[src/rtl/feed_pkg.sv]
// Shared types and default sizes for the feeder pop scheduler.
package feed_pkg;

    localparam int unsigned N_LANES_DEF = 8;
    localparam int unsigned CNT_W_DEF   = 16;

    typedef enum logic [2:0] {
        IDLE,
        WAIT_FILL,
        RUN,
        DRAIN,
        DONE
    } feed_sched_state_e;

endpackage

[src/rtl/feed_pop_scheduler_if.sv]
// Control bus between the global controller and the feeder pop scheduler.
interface feed_pop_scheduler_if #(
    parameter int unsigned N_LANES = feed_pkg::N_LANES_DEF,
    parameter int unsigned CNT_W   = feed_pkg::CNT_W_DEF
);

    logic               i_start;
    logic [CNT_W-1:0]   i_pop_cnt;
    logic               i_pipeline_en;
    logic               i_clearfifo;
    logic [N_LANES-1:0] i_fifo_empty;
    logic [N_LANES-1:0] o_pop_en;
    logic               o_busy;
    logic               o_done;
    logic               o_stall_req;

    modport master (
        output i_start, i_pop_cnt, i_pipeline_en, i_clearfifo, i_fifo_empty,
        input  o_pop_en, o_busy, o_done, o_stall_req
    );

    modport slave (
        input  i_start, i_pop_cnt, i_pipeline_en, i_clearfifo, i_fifo_empty,
        output o_pop_en, o_busy, o_done, o_stall_req
    );

endinterface

[src/rtl/feed_skew_sreg.sv]
// Enable-gated shift register producing a staggered (one step per lane) control vector.
module feed_skew_sreg #(
    parameter int unsigned WIDTH = 8
) (
    input  logic             i_clk,
    input  logic             i_rstn,
    input  logic             i_en,
    input  logic             i_clr,
    input  logic             i_din,
    output logic [WIDTH-1:0] o_q
);

    // Shift toward higher lanes on each enabled cycle; clear wins over enable.
    always_ff @(posedge i_clk or negedge i_rstn) begin
        if (!i_rstn) begin
            o_q <= '0;
        end else if (i_clr) begin
            o_q <= '0;
        end else if (i_en) begin
            o_q <= WIDTH'({o_q, i_din});
        end
    end

endmodule

[src/rtl/feed_pop_scheduler.sv]
// Skewed per-lane pop-enable generator feeding the systolic-array X/Y FIFOs.
module feed_pop_scheduler
    import feed_pkg::*;
#(
    parameter int unsigned N_LANES = N_LANES_DEF,
    parameter int unsigned CNT_W   = CNT_W_DEF
) (
    input  logic                 i_clk,
    input  logic                 i_rstn,
    feed_pop_scheduler_if.slave  bus
);

    feed_sched_state_e  state_q, state_n;
    logic [CNT_W-1:0]   cnt_q, cnt_n;
    logic [CNT_W-1:0]   lat_q, lat_n;
    logic               busy_q, done_q;
    logic [N_LANES-1:0] sr;

    // Lane 0 is fed by RUN; the other lanes follow one enabled cycle apart.
    feed_skew_sreg #(.WIDTH(N_LANES)) u_skew (
        .i_clk  (i_clk),
        .i_rstn (i_rstn),
        .i_en   (bus.i_pipeline_en),
        .i_clr  (bus.i_clearfifo),
        .i_din  (state_q == RUN),
        .o_q    (sr)
    );

    // State, pop counter, latched tile count and registered status flags.
    always_ff @(posedge i_clk or negedge i_rstn) begin
        if (!i_rstn) begin
            state_q <= IDLE;
            cnt_q   <= '0;
            lat_q   <= '0;
            busy_q  <= 1'b0;
            done_q  <= 1'b0;
        end else begin
            state_q <= state_n;
            cnt_q   <= cnt_n;
            lat_q   <= lat_n;
            busy_q  <= (state_n != IDLE);
            done_q  <= (state_n == DONE);
        end
    end

    // Next-state logic; everything holds while the pipeline is disabled except the
    // WAIT_FILL exit and the single-cycle DONE state.
    always_comb begin
        state_n = state_q;
        cnt_n   = cnt_q;
        lat_n   = lat_q;
        if (bus.i_clearfifo) begin
            state_n = IDLE;
            cnt_n   = '0;
        end else begin
            unique case (state_q)
                IDLE: begin
                    if (bus.i_start && bus.i_pipeline_en) begin
                        if (bus.i_pop_cnt != '0) begin
                            lat_n   = bus.i_pop_cnt;
                            state_n = WAIT_FILL;
                        end else begin
                            state_n = DONE;
                        end
                    end
                end
                WAIT_FILL: begin
                    if (!bus.i_fifo_empty[0]) begin
                        state_n = RUN;
                    end
                end
                RUN: begin
                    if (bus.i_pipeline_en) begin
                        if (cnt_q == lat_q - CNT_W'(1)) begin
                            cnt_n   = '0;
                            state_n = DRAIN;
                        end else begin
                            cnt_n = cnt_q + CNT_W'(1);
                        end
                    end
                end
                DRAIN: begin
                    if (bus.i_pipeline_en && (sr == '0)) begin
                        state_n = DONE;
                    end
                end
                DONE: begin
                    state_n = IDLE;
                end
                default: begin
                    state_n = IDLE;
                end
            endcase
        end
    end

    assign bus.o_pop_en    = sr;
    assign bus.o_busy      = busy_q;
    assign bus.o_done      = done_q;
    // Advisory stall: an enabled lane is about to pop an empty FIFO.
    assign bus.o_stall_req = |(sr & bus.i_fifo_empty);

endmodule

[src/flat_wrapper.sv]
// flat-port wrapper written by rule: the top's interface ports become plain ports
module feed_pop_scheduler_flat import feed_pkg::*;
#(
    parameter int unsigned N_LANES = N_LANES_DEF,
    parameter int unsigned CNT_W   = CNT_W_DEF
)
  (i_clk, i_rstn, bus_i_start, bus_i_pop_cnt, bus_i_pipeline_en, bus_i_clearfifo, bus_i_fifo_empty, bus_o_pop_en, bus_o_busy, bus_o_done, bus_o_stall_req);
  feed_pop_scheduler_if #(.N_LANES(N_LANES), .CNT_W(CNT_W)) bus_i ();
  input  logic i_clk;
  input  logic i_rstn;
  input wire logic [$bits(bus_i.i_start)-1:0] bus_i_start;
  input wire logic [$bits(bus_i.i_pop_cnt)-1:0] bus_i_pop_cnt;
  input wire logic [$bits(bus_i.i_pipeline_en)-1:0] bus_i_pipeline_en;
  input wire logic [$bits(bus_i.i_clearfifo)-1:0] bus_i_clearfifo;
  input wire logic [$bits(bus_i.i_fifo_empty)-1:0] bus_i_fifo_empty;
  output wire logic [$bits(bus_i.o_pop_en)-1:0] bus_o_pop_en;
  output wire logic [$bits(bus_i.o_busy)-1:0] bus_o_busy;
  output wire logic [$bits(bus_i.o_done)-1:0] bus_o_done;
  output wire logic [$bits(bus_i.o_stall_req)-1:0] bus_o_stall_req;
  assign bus_i.i_start = bus_i_start;
  assign bus_i.i_pop_cnt = bus_i_pop_cnt;
  assign bus_i.i_pipeline_en = bus_i_pipeline_en;
  assign bus_i.i_clearfifo = bus_i_clearfifo;
  assign bus_i.i_fifo_empty = bus_i_fifo_empty;
  assign bus_o_pop_en = bus_i.o_pop_en;
  assign bus_o_busy = bus_i.o_busy;
  assign bus_o_done = bus_i.o_done;
  assign bus_o_stall_req = bus_i.o_stall_req;
  feed_pop_scheduler #(.N_LANES(N_LANES), .CNT_W(CNT_W)) u_core (.i_clk(i_clk), .i_rstn(i_rstn), .bus(bus_i));
endmodule
[config.mk]
export PLATFORM = sky130hd
export DESIGN_NAME = feed_pop_scheduler_flat
export DESIGN_NICKNAME = d
export VERILOG_FILES = /design/src/rtl/feed_pkg.sv /design/src/rtl/feed_pop_scheduler_if.sv /design/src/rtl/feed_skew_sreg.sv /design/src/rtl/feed_pop_scheduler.sv /design/src/flat_wrapper.sv
export SDC_FILE = /design/constraint.sdc
export NUM_CORES = 1
export LEC_CHECK = 0
export CORE_MARGIN = 4
export CORE_UTILIZATION = 35
export DETAILED_ROUTE_END_ITERATION = 10
export PLACE_DENSITY = 0.61
export SLEW_MARGIN = 20
export SYNTH_ARGS = -nofsm -noshare
export SYNTH_HDL_FRONTEND = slang
export SYNTH_SLANG_ARGS = --single-unit
[constraint.sdc]
create_clock -name i_clk -period 3.9 [get_ports i_clk]
set_clock_uncertainty 0.05 [all_clocks]
set_input_delay 0.975 -clock i_clk [delete_from_list [all_inputs] [get_ports i_clk]]
set_output_delay 0.975 -clock i_clk [all_outputs]
set_load 0.1 [all_outputs]
Word-level counts from Yosys, hierarchy flattened:

Cells that the tools add are included.
W data, S select, Z words.

* bits in registers: 45
* bits in latches: 0
* RAM bits: 0
* bits in read-only memories: 0
* input bits: 29
* output and inout port bits: 11
* logic and storage cells: 40
* memories kept: 0

* $add $sub $neg: 2
* multipliers: 0
* divide/modulo/power cells: 0
* $lt $le $gt $ge: 0
* equal/unequal tests: 5
* shift operators: 0
* multiplexer cells: 14
* bitwise gates (word level): 2
* reduce and logical (&&, ||, !) cells: 11

Operator list (count)
* $mux W16: 4
* $mux W3: 7
* $add A16 B1 Y16 const B: 1
* $eq A16 B16 Y1: 1
* $mux W8: 2
* $reduce_bool A16 Y1: 1
* $sub A16 B1 Y16 const B: 1
* $pmux W3 S4: 1
* $and A8 B8 Y8: 1
* $logic_not A8 Y1: 1
* $reduce_or A8 Y1: 1
* $eq A3 B2 Y1 const B: 2
* $reduce_and A4 Y1: 1
* $reduce_bool A2 Y1: 2
* $eq A3 B1 Y1 const B: 1
* $eq A3 B3 Y1 const B: 1
* $logic_not A3 Y1: 1
* $reduce_bool A3 Y1: 1
* $logic_and A1 B1 Y1: 2
* $reduce_and A2 Y1: 1
* $not A1 Y1: 1

Logic depth before layout (Yosys ltp):

* depth after elaboration: 7
* gate-level depth with buffers: 10
* mapped depth without buffers: 9

Hierarchy:

Synthesis repeated with hierarchy kept, for this count alone.

* cells, all modules: 285
* area, all modules: 2733.9 um2

By module, submodules not included
* feed_pop_scheduler: instances 1, cells an instance 259, area each 2408.6 um2, seq. area each 925.9 um2
* feed_skew_sreg: instances 1, cells an instance 26, area each 325.3 um2, seq. area each 200.2 um2

Worst setup path before layout:

OpenSTA, ideal clock, no wires.

* path type: input port to output port
* start point: input port bus_i_fifo_empty[0]
* end point: output port bus_o_stall_req
* data arrival time: 2.076 ns
* data required time: 2.875 ns
* slack: 0.799 ns
* stages: 2
* cell sequence: a22oi_1 nand4_1

* longest elaborated chain between the ends: 2

Ends and longest elaborated chain
* start, declared: line flat_wrapper.sv:15 `input wire logic [$bits(bus_i.i_fifo_empty)-1:0] bus_i_fifo_empty;`
* $and A8 B8 Y8: line feed_pop_scheduler.sv:101 `assign bus.o_stall_req = |(sr & bus.i_fifo_empty);`
* $reduce_or A8 Y1: line feed_pop_scheduler.sv:101
* end, declared: line flat_wrapper.sv:19 `output wire logic [$bits(bus_i.o_stall_req)-1:0] bus_o_stall_req;`

Every way passes these cells.

Final worst setup path:

* start point: register u_core.lat_q[0]
* end point: register u_core.cnt_q[10]

* longest elaborated chain between the ends: 6

Ends and longest elaborated chain
* start, declared: line feed_pop_scheduler.sv:15 `logic [CNT_W-1:0] lat_q, lat_n;`
* start signal, assigned: line feed_pop_scheduler.sv:40 `lat_q <= lat_n;`
* $sub A16 B1 Y16: line feed_pop_scheduler.sv:74 `if (cnt_q == lat_q - CNT_W'(1)) begin`
* $eq A16 B16 Y1: line feed_pop_scheduler.sv:74
* $mux W16: line feed_pop_scheduler.sv:74
* $mux W16: line feed_pop_scheduler.sv:73 `if (bus.i_pipeline_en) begin`
* $mux W16: line feed_pop_scheduler.sv:56 `unique case (state_q)`
* $mux W16: line feed_pop_scheduler.sv:52 `if (bus.i_clearfifo) begin`
* end signal, assigned: line feed_pop_scheduler.sv:39 `cnt_q <= cnt_n;`
* end, declared: line feed_pop_scheduler.sv:14 `logic [CNT_W-1:0] cnt_q, cnt_n;`

Every way passes these cells. The select of a mux whose other input is x is not followed.
A chain may end at the register's enable or synchronous reset.

==> flow_metrics.py <==
metrics = {
    "run_status": {
        "status": "finished clean",
    },
    "final_layout": {
        "fin_cells": 392,
        "layout-drive-gt1-share": 0.140,
        "syn_to_final_growth_pct": 22.3,
        "nNetsFinal": 323,
        "antenna_cells": 0,
        "fillers": 732,
    },
    "detailed_routing": {
        "wl_per_cell_um": 14.9,
        "wl_mm": 5.86,
        "antenna_left": 0,
        "vias_per_cell": 5.18,
        "vias": 2030,
        "dr.pass1.iters": 4,
        "drc": 0,
        "drtIter0Drc": 75,
    },
    "synthesis": {
        "syn_avg_cell_area_um2": 10.2,
        "synth_xor_xnor_area_share": 0.109,
        "yosys-top-cells-count": "45 x dfrtp_1, 27 x nor2_1, 19 x xnor2_1",
        "synth_top_family_by_area": "simple AND/OR/NAND/NOR gates",
        "muxShareOfSynthArea": 0.0970,
        "async_flop_share": 1.00,
        "synth.area.top_cells": "dfrtp_1 44%, mux2_2 7.0%, xnor2_1 6.5%",
        "ys_ff_latch": 45,
        "yosysWarnings": 0,
        "synthAdderAreaFrac": 0.00970,
        "synth_top_cell_by_area": "dfrtp_1",
        "yosysUniqueCellTypes": 50,
        "ys.flop_type": "dfrtp_1",
        "ys_seq_area_frac": 0.437,
        "syn_nets": 285,
        "synth-edff-count": 0,
        "synth_area_um2": 2580,
        "yosys.area_share.simple": 0.225,
        "synth_cells": 254,
        "synth_compound_area_frac": 0.0878,
        "yosysMostFrequentCell": "dfrtp_1",
        "netlist.area_leader.share": 0.437,
    },
    "clocking": {
        "cts_root_buffer": "clkbuf_8",
        "cts_buffers": 5,
        "clk_path_buf_depth": 2,
        "cts_tree": "done",
        "clock_sinks": 45,
        "cts_resized": 0,
        "cts_setup_buffers": 0,
        "hold_buffers": 0,
        "cts.clk_slew.worst_paths_ns": 0.09,
        "htree_levels": 2,
        "insertion_delay_ns": 0.30,
    },
    "worst_hold_path": {
        "min-delay-path-class": "register to register",
    },
    "die": {
        "ios": 40,
        "dieWidth_um": 93.8,
        "core-area_um2": 7210,
        "initial_core_util": 0.357,
        "fp.dieH_um": 93.8,
        "rows": 31,
        "die_area_um2": 8810,
    },
    "power_and_ir_drop": {
        "cellPowerDensity_nw_per_um2": 366,
        "worst_ir_drop_vdd_uv": 208,
        "total_power_mw": 1.16,
        "p_leak_nw": 1.26,
    },
    "timing": {
        "rsz0062_at_grt": "no",
        "fmax_mhz": 298,
        "max_slew_margin": 0.345,
        "period_share": 0.859,
        "slew_violations": 0,
        "tns_ns": 0,
        "final.min_clock_period_ns": 3.35,
        "finalSetupViolCount": 0,
        "worst_pin_slew_ns": 0.979,
        "finalHoldViolations": 0,
    },
    "placement": {
        "gp_congestion": 0.791,
        "portBuffers": 39,
        "dp_hpwl_mm": 4.33,
        "place_inst": 384,
    },
    "setup_path": {
        "arrival_ns": 3.49,
        "regToRegSetupSlack_ns": 0.55,
        "path_class": "register to register",
        "required_ns": 4.04,
        "path_max_fanout": 11,
        "endpoint_kind": "register",
        "worstSetupStartpointType": "register",
    },
    "grt": {
        "grt.total_usage": 0.141,
        "antenna_found_initial": 0,
        "grt_pass1_vias": 2095,
        "grt-ovfl-total": 0,
        "grt_pass1_wl_mm": 10.0,
        "grt_max_degree": 46,
    },
    "run": {
        "drv_cap": 0,
    },
}
[path summary, 6_finish.rpt]
path / start / endpoint / cells past startpoint
min in group asynchronous: i_rstn / u_core.cnt_q[12] / 1
max: u_core.lat_q[0] / u_core.cnt_q[10] / 9
min reg2reg: u_core.lat_q[15] / u_core.lat_q[15] / 1
max in group asynchronous: i_rstn / u_core.u_skew.o_q[6] / 1
max reg2reg: u_core.lat_q[0] / u_core.cnt_q[10] / 9
min: u_core.lat_q[15] / u_core.lat_q[15] / 1
[cells by family (layout without fill, tap and decap cells)]
kind of cell | after synthesis | after routing
buffers and inverters | 20 | 59
muxes | 23 | 23
and+or+nand+nor | 101 | 101
AOI/OAI and AO/OA | 31 | 31
xor gates and xnor gates | 32 | 32
adders and majority gates | 2 | 2
DFF | 45 | 45
[cell usage in the layout (no fill, tap or decap), types with 2 or more instances in the layout]
cell / instances
or4_1: 6
xor2_1: 13
buf_4: 5
nand4_1: 8
a31oi_1: 6
nor3_1: 10
nor2_1: 27
ha_1: 2
xnor2_1: 19
nand2_1: 11
a21oi_1: 5
nor3b_1: 2
o2111ai_1: 2
mux2i_1: 7
o21ai_0: 4
clkdlybuf4s50_1: 37
clkbuf_8: 7
nor4_1: 12
or3_1: 3
a22oi_1: 4
inv_1: 9
nand4bb_1: 2
nand3_1: 6
mux2_2: 16
dfrtp_1: 45
[critical path, stage by stage, from the launching register on]
cell       delay, ns
dfrtp_1         0.45
inv_1           0.08
ha_1            0.25
or3b_2          0.51
or3_1           0.38
a2111oi_2       0.36
o2111ai_1       0.21
nor4_4          0.54
a21o_2          0.33
nor2_1          0.07
[where the power goes]
group          internal (mW)  switching (mW)  total (mW)
clock network          0.160           0.160       0.320
logic                  0.138           0.120       0.259
registers              0.510          0.0668       0.577
[stage by stage]
stage,setup WS (ns),hold slack [ns],util,cell area (um^2)
after floorplan,0.799,0.451,-,2580
after global placement,0.653,0.503,0.423,3050
after detailed placement,0.566,0.508,0.423,3050
after CTS,0.539,0.528,0.437,3150
after global routing,0.324,0.546,0.437,3150
final,0.549,0.521,0.437,3150
[area by class of cell]
cell class / instances / area (um^2) / area share
repair buffers: 42 / 408 / 0.129
clock inverters: 1 / 5.00 / 0.00159
well taps: 99 / 124 / 0.0393
clock buffers: 7 / 96.3 / 0.0305
flip-flops and latches: 45 / 1130 / 0.357
inverters: 9 / 33.8 / 0.0107
multi-input cells: 189 / 1360 / 0.432
[per-layer routing]
layer	GRT usage	up-vias	part of all wire
met5	0	-	0
li1	-	1002	-
met1	0.194	982	0.48
met2	0.217	38	0.47
met3	0.0337	8	0.040
met4	0.0433	0	0.015
[sequential cells by signal, indices dropped and copies added (netlist names)]
signal,cells
u_core.state_q,3
u_core.lat_q,16
u_core.bus.o_busy,1
u_core.u_skew.o_q,8
u_core.bus.o_done,1
u_core.cnt_q,16
No activity file was read; power rests on OpenSTA's default activity.
